<file path="config.mk">
export PLATFORM = sky130hd
export DESIGN_NAME = uart_hex_dump_flat
export DESIGN_NICKNAME = d
export VERILOG_FILES = /design/src/rtl/uart_pkg.sv /design/src/rtl/uart_hex_dump_if.sv /design/src/rtl/hex_ascii.sv /design/src/rtl/uart_hex_dump.sv /design/src/flat_wrapper.sv
export SDC_FILE = /design/constraint.sdc
export NUM_CORES = 1
export LEC_CHECK = 0
export CAP_MARGIN = 20
export CORE_ASPECT_RATIO = 0.5
export CORE_MARGIN = 4
export CORE_UTILIZATION = 40
export DETAILED_ROUTE_END_ITERATION = 16
export GPL_TIMING_DRIVEN = 0
export PLACE_DENSITY_LB_ADDON = 0.15
export SETUP_SLACK_MARGIN = 0.3
export SLEW_MARGIN = 10
export SYNTH_ARGS = -nofsm -noshare
export SYNTH_HDL_FRONTEND = slang
export SYNTH_SLANG_ARGS = --single-unit
</file>
<file path="constraint.sdc">
create_clock -name clk -period 4.9 [get_ports clk]
set_input_delay 0.98 -clock clk [delete_from_list [all_inputs] [get_ports clk]]
set_output_delay 0.98 -clock clk [all_outputs]
set_load 0.005 [all_outputs]
</file>
<file path="src/rtl/uart_pkg.sv">
// rtl/uart_pkg.sv - shared ASCII constants and FSM state encoding for the hex dumper
//
// Purpose : constants and types shared by hex_ascii and uart_hex_dump.
// Ports   : none (package).
package uart_pkg;

   localparam logic [7:0] ASCII_SP = 8'h20;
   localparam logic [7:0] ASCII_CR = 8'h0D;
   localparam logic [7:0] ASCII_LF = 8'h0A;
   localparam logic [7:0] ASCII_0  = 8'h30;
   localparam logic [7:0] ASCII_UA = 8'h41;
   localparam logic [7:0] ASCII_LA = 8'h61;

   typedef enum logic [3:0] {
      IDLE,
      RD_REQ,
      RD_CAP,
      HI,
      LO,
      SEP,
      CR,
      LF,
      GAP
   } state_t;

endpackage

</file>
<file path="src/rtl/uart_hex_dump_if.sv">
// rtl/uart_hex_dump_if.sv - RX/TX FIFO handshake bundle for the hex dumper
//
// Purpose : groups the RX FIFO read side and TX FIFO write side.
// Ports   : master = dump block (drives rx_rden, tx_wdata, tx_wten);
//           slave  = FIFO side (drives read data and all FIFO status).
interface uart_hex_dump_if;

   logic       rx_rden;
   logic [7:0] rx_rdata;
   logic       rx_fifo_dvalid;
   logic       rx_fifo_full;
   logic       rx_fifo_overrun;
   logic       rx_fifo_underrun;
   logic [7:0] tx_wdata;
   logic       tx_wten;
   logic       tx_fifo_full;
   logic       tx_fifo_overrun;
   logic       tx_fifo_underrun;

   modport master (
      output rx_rden, tx_wdata, tx_wten,
      input  rx_rdata, rx_fifo_dvalid, rx_fifo_full, rx_fifo_overrun, rx_fifo_underrun,
      input  tx_fifo_full, tx_fifo_overrun, tx_fifo_underrun
   );

   modport slave (
      input  rx_rden, tx_wdata, tx_wten,
      output rx_rdata, rx_fifo_dvalid, rx_fifo_full, rx_fifo_overrun, rx_fifo_underrun,
      output tx_fifo_full, tx_fifo_overrun, tx_fifo_underrun
   );

endinterface

</file>
<file path="src/rtl/hex_ascii.sv">
// rtl/hex_ascii.sv - combinational nibble to ASCII hex digit converter
//
// Purpose : maps 0-9 to '0'-'9' and 10-15 to 'A'-'F' or 'a'-'f'.
// Ports   : nibble[3:0] in, upper in (1 = uppercase), ascii[7:0] out.
module hex_ascii
   import uart_pkg::*;
(
   input  logic [3:0] nibble,
   input  logic       upper,
   output logic [7:0] ascii
);

   always_comb begin
      ascii = ASCII_0 + {4'h0, nibble};
      if (nibble > 4'd9) begin
         ascii = (upper ? ASCII_UA : ASCII_LA) + {4'h0, nibble} - 8'd10;
      end
   end

endmodule

</file>
<file path="src/rtl/uart_hex_dump.sv">
// rtl/uart_hex_dump.sv - streams RX FIFO bytes to the TX FIFO as ASCII hex lines
//
// Purpose : reads one byte at a time, writes "HH " per byte, ends a line with
//           CR LF after BYTES_PER_LINE bytes or after IDLE_FLUSH idle cycles.
// Ports   : clk, rst_n (sync, active-low); bus (uart_hex_dump_if.master) with
//           RX read strobe/data/status and TX write strobe/data/status;
//           dump_err sticky FIFO overrun/underrun flag.
module uart_hex_dump
   import uart_pkg::*;
#(
   parameter int          BYTES_PER_LINE = 16,
   parameter logic [23:0] IDLE_FLUSH     = 24'd2_000_000,
   parameter bit          UPPER_HEX      = 1'b1
)(
   input  logic            clk,
   input  logic            rst_n,
   uart_hex_dump_if.master bus,
   output logic            dump_err
);

   localparam int               CNT_W    = $clog2(BYTES_PER_LINE);
   localparam logic [CNT_W-1:0] LAST_IDX = CNT_W'(BYTES_PER_LINE - 1);

   state_t           state, state_nx;
   state_t           ret_state, ret_nx;
   logic [CNT_W-1:0] byte_cnt, byte_cnt_nx;
   logic [23:0]      idle_cnt, idle_cnt_nx;
   logic [7:0]       byte_reg, byte_reg_nx;
   logic             rx_rden_nx;
   logic             tx_wten_nx;
   logic [7:0]       tx_wdata_nx;
   logic [7:0]       hi_ascii, lo_ascii;
   logic             rx_avail;

   hex_ascii u_hi (.nibble(byte_reg[7:4]), .upper(UPPER_HEX), .ascii(hi_ascii));
   hex_ascii u_lo (.nibble(byte_reg[3:0]), .upper(UPPER_HEX), .ascii(lo_ascii));

   // A full RX FIFO is by definition not empty.
   assign rx_avail = bus.rx_fifo_dvalid | bus.rx_fifo_full;

   always_ff @(posedge clk) begin
      if (!rst_n) state <= IDLE;
      else        state <= state_nx;
   end

   always_comb begin
      state_nx    = state;
      ret_nx      = ret_state;
      byte_cnt_nx = byte_cnt;
      idle_cnt_nx = idle_cnt;
      byte_reg_nx = byte_reg;
      rx_rden_nx  = 1'b0;
      tx_wten_nx  = 1'b0;
      tx_wdata_nx = bus.tx_wdata;
      case (state)
         IDLE: begin
            // A pending byte wins over an expiring flush timer.
            if (rx_avail) begin
               rx_rden_nx  = 1'b1;
               idle_cnt_nx = '0;
               state_nx    = RD_REQ;
            end else if (byte_cnt != '0) begin
               if (idle_cnt == IDLE_FLUSH) begin
                  byte_cnt_nx = '0;
                  idle_cnt_nx = '0;
                  state_nx    = CR;
               end else begin
                  idle_cnt_nx = idle_cnt + 24'd1;
               end
            end
         end
         RD_REQ: state_nx = RD_CAP;
         RD_CAP: begin
            byte_reg_nx = bus.rx_rdata;
            state_nx    = HI;
         end
         HI, LO, SEP, CR, LF: begin
            if (!bus.tx_fifo_full) begin
               tx_wten_nx = 1'b1;
               state_nx   = GAP;
               case (state)
                  HI: begin
                     tx_wdata_nx = hi_ascii;
                     ret_nx      = LO;
                  end
                  LO: begin
                     tx_wdata_nx = lo_ascii;
                     if (byte_cnt == LAST_IDX) begin
                        byte_cnt_nx = '0;
                        ret_nx      = CR;
                     end else begin
                        byte_cnt_nx = byte_cnt + CNT_W'(1);
                        ret_nx      = SEP;
                     end
                  end
                  SEP: begin
                     tx_wdata_nx = ASCII_SP;
                     ret_nx      = IDLE;
                  end
                  CR: begin
                     tx_wdata_nx = ASCII_CR;
                     ret_nx      = LF;
                  end
                  default: begin
                     tx_wdata_nx = ASCII_LF;
                     ret_nx      = IDLE;
                  end
               endcase
            end
         end
         GAP:     state_nx = ret_state;
         default: state_nx = IDLE;
      endcase
   end

   always_ff @(posedge clk) begin
      if (!rst_n) begin
         ret_state    <= IDLE;
         byte_cnt     <= '0;
         idle_cnt     <= '0;
         byte_reg     <= '0;
         bus.rx_rden  <= 1'b0;
         bus.tx_wten  <= 1'b0;
         bus.tx_wdata <= 8'h00;
         dump_err     <= 1'b0;
      end else begin
         ret_state    <= ret_nx;
         byte_cnt     <= byte_cnt_nx;
         idle_cnt     <= idle_cnt_nx;
         byte_reg     <= byte_reg_nx;
         bus.rx_rden  <= rx_rden_nx;
         bus.tx_wten  <= tx_wten_nx;
         bus.tx_wdata <= tx_wdata_nx;
         dump_err     <= dump_err | bus.rx_fifo_overrun | bus.rx_fifo_underrun
                                  | bus.tx_fifo_overrun | bus.tx_fifo_underrun;
      end
   end

endmodule
</file>
<file path="src/flat_wrapper.sv">
// flat-port wrapper written by rule: the top's interface ports become plain ports
module uart_hex_dump_flat import uart_pkg::*;
#(
   parameter int          BYTES_PER_LINE = 16,
   parameter logic [23:0] IDLE_FLUSH     = 24'd2_000_000,
   parameter bit          UPPER_HEX      = 1'b1
)
  (clk, rst_n, dump_err, bus_rx_rden, bus_tx_wdata, bus_tx_wten, bus_rx_rdata, bus_rx_fifo_dvalid, bus_rx_fifo_full, bus_rx_fifo_overrun, bus_rx_fifo_underrun, bus_tx_fifo_full, bus_tx_fifo_overrun, bus_tx_fifo_underrun);
  uart_hex_dump_if bus_i ();
  input  logic clk;
  input  logic rst_n;
  output logic dump_err;
  output wire logic [$bits(bus_i.rx_rden)-1:0] bus_rx_rden;
  output wire logic [$bits(bus_i.tx_wdata)-1:0] bus_tx_wdata;
  output wire logic [$bits(bus_i.tx_wten)-1:0] bus_tx_wten;
  input wire logic [$bits(bus_i.rx_rdata)-1:0] bus_rx_rdata;
  input wire logic [$bits(bus_i.rx_fifo_dvalid)-1:0] bus_rx_fifo_dvalid;
  input wire logic [$bits(bus_i.rx_fifo_full)-1:0] bus_rx_fifo_full;
  input wire logic [$bits(bus_i.rx_fifo_overrun)-1:0] bus_rx_fifo_overrun;
  input wire logic [$bits(bus_i.rx_fifo_underrun)-1:0] bus_rx_fifo_underrun;
  input wire logic [$bits(bus_i.tx_fifo_full)-1:0] bus_tx_fifo_full;
  input wire logic [$bits(bus_i.tx_fifo_overrun)-1:0] bus_tx_fifo_overrun;
  input wire logic [$bits(bus_i.tx_fifo_underrun)-1:0] bus_tx_fifo_underrun;
  assign bus_rx_rden = bus_i.rx_rden;
  assign bus_tx_wdata = bus_i.tx_wdata;
  assign bus_tx_wten = bus_i.tx_wten;
  assign bus_i.rx_rdata = bus_rx_rdata;
  assign bus_i.rx_fifo_dvalid = bus_rx_fifo_dvalid;
  assign bus_i.rx_fifo_full = bus_rx_fifo_full;
  assign bus_i.rx_fifo_overrun = bus_rx_fifo_overrun;
  assign bus_i.rx_fifo_underrun = bus_rx_fifo_underrun;
  assign bus_i.tx_fifo_full = bus_tx_fifo_full;
  assign bus_i.tx_fifo_overrun = bus_tx_fifo_overrun;
  assign bus_i.tx_fifo_underrun = bus_tx_fifo_underrun;
  uart_hex_dump #(.BYTES_PER_LINE(BYTES_PER_LINE), .IDLE_FLUSH(IDLE_FLUSH), .UPPER_HEX(UPPER_HEX)) u_core (.clk(clk), .rst_n(rst_n), .bus(bus_i), .dump_err(dump_err));
endmodule
</file>
==> qor_table.md, run 1 <==
| Parameter | This run |
|---|---|
| Aggregate global-route resource usage | 16.2% |
| Maximum net fanout on the critical path | 10 |
| Synthesis Warnings | 0 |
| Global routing met2 resource utilization | 29.0% |
| Max Freq | 0.366 GHz |
| Worst slew margin relative to its limit | 39.9% |
| # fillers | 674 |
| Post-CTS resize count | 0 |
| Type of the worst setup path | in2reg |
| Die Height | 67.0 um |
| First DRT Iteration DRCs | 200 |
| Combinational Power Share | 18.7% |
| Initial cell density of the core | 41.4% |
| Count of final max-slew check failures | 0 |
| Tightest Pin Transition | 895 ps |
| Placeable Area | 6730 um^2 |
| Cell Area, Synth | 2790 um^2 |
| Total Negative Setup Slacks | 0 ps |
| Number of flip-flops and latches in the synthesized netlist | 53 |
| Drt first pass iters | 4 |
| Average footprint of a synthesized cell | 8.08 um^2 |
| Leak Pwr | 1.14 nW |
| Final clock period utilization by the worst path | 55.8% |
| Proportion of netlist area held by the largest area contributor | 38.1% |
| Root buffer cell | sky130_fd_sc_hd__clkbuf_16 |
| TritonCTS clock tree | done |
| Top Ports | 28 |
| Utilization of the core after routing | 48.9% |
| Pwr Total | 0.990 mW |
| Via count of the first global-routing pass | 2435 |
| Dominant synthesized flop cell | sky130_fd_sc_hd__dfxtp_1 |
| Wire length per cell after detailed routing | 13.7 um |
| Total setup violations reported at the end of the flow | 0 |
| Layout Skew | 4.57 ps |
| Kind of end point of the critical path | flop |
| Number of antenna violations at the first check in global routing | 0 |
| Internal cell power | 0.708 mW |
| Global-route layer with the greatest usage | met2 |
| Biggest area consumer among synthesized cells | sky130_fd_sc_hd__dfxtp_1 |
| Arrival time reported for the critical path endpoint | 2920 ps |
| Via Count | 2527 |
| Proportion of synthesized chip area in sequential cells | 38.1% |
| Clock sink total | 53 |
| Max VDD drop | 0.146 mV |
| Commonest cells post-synth | sky130_fd_sc_hd__dfxtp_1, sky130_fd_sc_hd__nand2_1, sky130_fd_sc_hd__nor2_1 |
| Num CTS Buffers | 5 |
| Switching power total | 0.283 mW |
| Library cells used by synthesis | 58 |
| Remaining DRCs | 0 |
| Count of antenna diodes in the layout | 0 |
| Post-DP HPWL | 4.73 mm |
| Post-synth EDFFs | 0 |
| Number of max-cap violations | 0 |
| Startpoint type of the worst setup path | input port |
| Asr flop ratio synth | 0% |
| Clock latency on the worst-skew pair | 290 ps |
| Post-Syn Nets | 370 |
| Synth-to-layout area growth | 18.1% |
| Gp weighted congestion | 0.883 |
| Count of mapped cells out of synthesis | 345 |
| Row count | 21 |
| Count of buffers inserted at the top-level ports | 25 |
| Met3 Usage GRT | 3.68% |
| Endpoint required time on the critical path | 5080 ps |
| Final worst path period need | 2740 ps |
| RSZ-0062 raised after global routing | no |
| Proportion of power drawn by the clock network | 34.8% |
| Global-route wire length before repair | 11.1 mm |
| Largest net degree at the start of global routing | 16 |
| Post-route ant nets | 0 |
| Share of power burned in registers | 46.5% |
| Power per cell area | 301 nW/um^2 |
| Die footprint | 8450 um^2 |
| Clock transition at the registers of the reported paths | 70 ps |
| Most area-consuming cells after synthesis | sky130_fd_sc_hd__dfxtp_1, sky130_fd_sc_hd__nand2_1, sky130_fd_sc_hd__nor2_1 |
| Maximum buffer depth of the clock tree | 2 |
| Post CTS Setup Buffer Count | 0 |
| Number of flip-flops under the largest register name | 24 |
| Width of the chip | 126 um |
| Nets | 402 |
| Most frequent cell after synthesis | sky130_fd_sc_hd__dfxtp_1 |
| Fraction of layout instances using a drive strength above 1 | 5.56% |
| Wire length after detailed routing | 6.43 mm |
| Leftover overflow at the end of global routing | 0 |
| Run status | complete, no violations |
| Worst min-delay path category | reg2reg |
| Switching share of power | 28.5% |
| CTS Hold Buffers Added | 0 |
| Total number of H-tree levels | 2 |
| Met1 capacity usage during global routing | 19.4% |
| Vias per inst | 5.38 |
| Hold Vio Cnt, Final | 0 |
[cell families after synthesis]
family	after synthesis	synth area share [%]
DFF	53	38.1
other	1	0.135
xor gates and xnor gates	21	6.60
buffers and inverters	28	4.08
adders and majority gates	8	3.59
AOI/OAI and AO/OA	65	16.0
and+or+nand+nor	164	29.7
muxes	5	1.80
[stage by stage]
stage                     setup slack [ps]  hold WS [ps]  std cells  instance area, um^2
after CTS                             2150           461        470                 3290
after global placement                1900           444        462                 3150
final                                 2160           459        470                 3290
after global routing                  1970           479        470                 3290
after detailed placement              1840           452        462                 3150
after floorplan                       2640           432        345                 2790
[critical path, cell delays in order]
cell and delay [ps]:
sky130_fd_sc_hd__clkdlybuf4s50_1 470, sky130_fd_sc_hd__or2_0 110, sky130_fd_sc_hd__clkbuf_1 290, sky130_fd_sc_hd__o21ai_1 260, sky130_fd_sc_hd__o21ai_2 430, sky130_fd_sc_hd__buf_2 310, sky130_fd_sc_hd__nor2_1 70
[per-layer routing]
metal | part of all wire (%) | wire length [um]
met5 | 0 | 0
met4 | 0.56 | 36
met3 | 3.7 | 239
met2 | 47 | 3050
met1 | 48 | 3110
[power by group through the flow]
stage | registers [mW] | logic, mW | clock network (mW)
3_3_place_gp | 0.470 | 0.183 | 0
5_1_grt | 0.463 | 0.208 | 0.373
6_report | 0.461 | 0.185 | 0.344
2_1_floorplan | 0.468 | 0.129 | 0
4_1_cts | 0.461 | 0.185 | 0.353
3_5_place_dp | 0.471 | 0.185 | 0
[worst paths after layout]
check / from / cells after the start / to / slack (ps)
max reg2reg: u_core.idle_cnt[0] / 8 / u_core.idle_cnt[9] / 2610
min reg2reg: u_core.bus.tx_wdata[5] / 2 / u_core.bus.tx_wdata[5] / 460
max: bus_rx_fifo_full / 7 / u_core.idle_cnt[9] / 2160
min: u_core.bus.tx_wdata[5] / 2 / u_core.bus.tx_wdata[5] / 460
[cell type report]
class                           instances  area [um^2]  share of cell area [%]
Clock inverter                          2         10.0                   0.304
Multi-Input combinational cell        264         1610                    49.0
Buffer                                 15         65.1                    1.98
Clock buffer                            6          129                    3.91
Inverter                               13         48.8                    1.48
Timing Repair Buffer                   25          250                    7.60
Tap cell                               92          115                    3.50
Sequential cell                        53         1060                    32.2
[cell usage in the layout (no fill, tap or decap), drive strengths merged, types with 2 or more instances in the layout]
master / synthesis / final
and4: 3 / 3
nor4: 4 / 4
a22oi: 6 / 6
nand2: 42 / 42
xnor2: 5 / 5
a31oi: 3 / 3
inv: 13 / 13
nand4b: 2 / 2
nand4: 16 / 16
nor4bb: 2 / 2
a21oi: 23 / 23
or2: 2 / 2
clkdlybuf4s50: 0 / 25
xor2: 16 / 16
mux2i: 5 / 5
buf: 5 / 5
clkbuf: 10 / 16
o21ai: 8 / 8
clkinv: 0 / 2
nor2: 42 / 42
a211o: 3 / 3
and3: 3 / 3
nor3: 9 / 9
or4: 2 / 2
dfxtp: 53 / 53
o22ai: 2 / 2
o21a: 4 / 4
nor3b: 2 / 2
nand2b: 3 / 3
ha: 8 / 8
o41ai: 2 / 2
or3: 6 / 6
a31o: 2 / 2
nand3: 21 / 21
Note: power is estimated with default switching activity, not from simulation.
==> run 2, diff against run 1 <==
==> constraint.sdc (replaced) <==
create_clock -name clk -period 2.3 [get_ports clk]
set_input_delay 0.46 -clock clk [delete_from_list [all_inputs] [get_ports clk]]
set_output_delay 0.46 -clock clk [all_outputs]
set_load 0.005 [all_outputs]
==> qor_table.md, run 2 (synthesized netlist as in run 1, its figures left out) <==
| Parameter | This run | Delta |
|---|---|---|
| Wire length after detailed routing | 6.67 mm | +3.6% |
| Leftover overflow at the end of global routing | 0 | unchanged |
| Clock transition at the registers of the reported paths | 70 ps | about the same |
| Crit-path leading delay family | simple AND/OR/NAND/NOR gates |  |
| Hold Vio Cnt, Final | 0 | unchanged |
| Via count of the first global-routing pass | 2456 | +0.86% |
| Count of antenna diodes in the layout | 0 | unchanged |
| Leading cell types in the layout, fill and taps excluded | sky130_fd_sc_hd__dfxtp_1, sky130_fd_sc_hd__nand2_1, sky130_fd_sc_hd__nor2_1 |  |
| Maximum net fanout on the critical path | 4 | -6 |
| Kind of end point of the critical path | flop |  |
| Instance count after placement with tap cells included | 462 | unchanged |
| Final std cells w/o fill | 476 | +1.3% |
| Maximum buffer depth of the clock tree | 2 | unchanged |
| Initial cell density of the core | 41.4% | unchanged |
| Cells traversed along the worst timing path | inv_2 -> ha_2 -> nor4bb_4 -> and4_4 -> buf_4 -> a211o_1 -> or3_1 -> nand3_1 |  |
| Fraction of layout instances using a drive strength above 1 | 11.7% | +6.2 points |
| Leak Pwr | 1.22 nW | +6.9% |
| Max stage delay on crit path | 410 ps | -60 ps |
| Num CTS Buffers | 5 | unchanged |
| Clock sink total | 53 | unchanged |
| Width of the chip | 126 um | unchanged |
| Arrival time reported for the critical path endpoint | 2220 ps | -700 ps |
| Total number of H-tree levels | 2 | unchanged |
| CTS Hold Buffers Added | 0 | unchanged |
| Root buffer cell | sky130_fd_sc_hd__clkbuf_16 |  |
| Endpoint required time on the critical path | 2540 ps | -2540 ps |
| Total Negative Setup Slacks | 0 ps | unchanged |
| Post-route ant nets | 0 | unchanged |
| Vias per inst | 5.44 | +1.1% |
| Number of flip-flops under the largest register name | 24 | unchanged |
| TritonCTS clock tree | done |  |
| Largest net degree at the start of global routing | 16 | unchanged |
| Number of antenna violations at the first check in global routing | 0 | unchanged |
| Power per cell area | 621 nW/um^2 | +110% |
| Minimum hold slack | 459 ps | +0.191 ps |
| Final clock period utilization by the worst path | 86.2% |  |
| Pwr Total | 2.13 mW | +120% |
| Gp weighted congestion | 0.883 | unchanged |
| Count of buffers inserted at the top-level ports | 25 | unchanged |
| Max VDD drop | 0.312 mV | +110% |
| Number of buffer and inverter instances along the worst setup path | 2 | -1 |
| Critical path's slowest cell | sky130_fd_sc_hd__dfxtp_1 |  |
| First DRT Iteration DRCs | 166 | -17% |
| Die Height | 67.0 um | unchanged |
| Number of max-cap violations | 0 | unchanged |
| Most common cell after layout, fill and taps aside | sky130_fd_sc_hd__dfxtp_1 |  |
| Placeable Area | 6730 um^2 | unchanged |
| Utilization of the core after routing | 51.1% | +2.1 points |
| Via Count | 2588 | +2.4% |
| Max Freq | 0.505 GHz |  |
| Total setup violations reported at the end of the flow | 0 | unchanged |
| Synth-to-layout area growth | 23.2% |  |
| Drt first pass iters | 4 | unchanged |
| Type of the worst setup path | reg2reg |  |
| Wire length per cell after detailed routing | 14.0 um | +2.3% |
| Count of final max-slew check failures | 0 | unchanged |
| Layout Skew | 4.32 ps | -0.245 ps |
| Post-DP HPWL | 4.73 mm | unchanged |
| Remaining DRCs | 0 | unchanged |
| Clock latency on the worst-skew pair | 290 ps | about the same |
| Global-route wire length before repair | 11.2 mm | +0.93% |
| Aggregate global-route resource usage | 16.3% | +0.16 points |
| Worst min-delay path category | reg2reg |  |
| Tightest Pin Transition | 948 ps | +53.7 ps |
| RSZ-0062 raised after global routing | yes |  |
| Worst slew margin relative to its limit | 36.3% | -3.6 points |
| Run status | complete, no violations |  |
| Final worst path period need | 1980 ps |  |
| Nets | 408 | +1.5% |
| Die footprint | 8450 um^2 | unchanged |
| Row count | 21 | unchanged |
| Startpoint type of the worst setup path | flop |  |
| Top Ports | 28 | unchanged |
-- run 2: cell count changes in the layout (fill, tap and decap cells not counted), sizes merged --
| cell | change |
|---|---|
| buf | +8 |
| clkbuf | -2 |
-- run 2: what timing repair did --
item,in CTS,in global routing
cloned,0,1
setup buffers,3,2
setup endpoints to repair,28,24
pin swaps,3,3
gates resized for setup,16,17
-- run 2: worst register-to-register path: stages, from the launching register on --
cell	delay, ps
sky130_fd_sc_hd__dfxtp_1	410
sky130_fd_sc_hd__inv_2	80
sky130_fd_sc_hd__ha_2	180
sky130_fd_sc_hd__nor4bb_4	160
sky130_fd_sc_hd__and4_4	200
sky130_fd_sc_hd__buf_4	140
sky130_fd_sc_hd__a211o_1	320
sky130_fd_sc_hd__or3_1	350
sky130_fd_sc_hd__nand3_1	90
-- run 2: layout make-up --
type | instances | area [um^2]
fillers | 663 | 3290
well taps | 92 | 115
inverters | 13 | 48.8
clock buffers | 6 | 129
plain buffers | 15 | 82.6
clock inverters | 2 | 10.0
flip-flops and latches | 53 | 1060
repair buffers | 31 | 299
multi-input cells | 264 | 1690
-- run 2: per-layer routing --
layer  vias up  track usage (%)  part of all wire (%)
met5         -                0                     0
met3        12             3.68                   4.3
met4         0             5.35                   1.5
met2        50             29.1                    47
met1      1216             19.8                    47
li1       1310                -                     -
-- run 2: final timing paths --
| kind | from | depth (start not counted) | to | slack [ps] |
|---|---|---|---|---|
| worst max-delay path | u_core.idle_cnt[1] | 8 | u_core.idle_cnt[18] | 320 |
| worst min-delay path | u_core.bus.tx_wdata[5] | 2 | u_core.bus.tx_wdata[5] | 460 |
| worst max register to register | u_core.idle_cnt[1] | 8 | u_core.idle_cnt[18] | 320 |
| worst min register to register | u_core.bus.tx_wdata[5] | 2 | u_core.bus.tx_wdata[5] | 460 |
-- run 2: report_power, final --
group / total, mW / internal, mW / switching, mW
Clock: 0.736 / 0.401 / 0.335
Sequential: 0.982 / 0.954 / 0.0282
Combinational: 0.416 / 0.167 / 0.249
-- run 2: per-stage QoR --
stage / setup WS (ps) / cell area [um^2]
2_1_floorplan: 447 / 2790
3_3_place_gp: -182 / 3150
3_5_place_dp: -239 / 3150
4_1_cts: 304 / 3370
5_1_grt: 252 / 3430
6_report: 318 / 3430
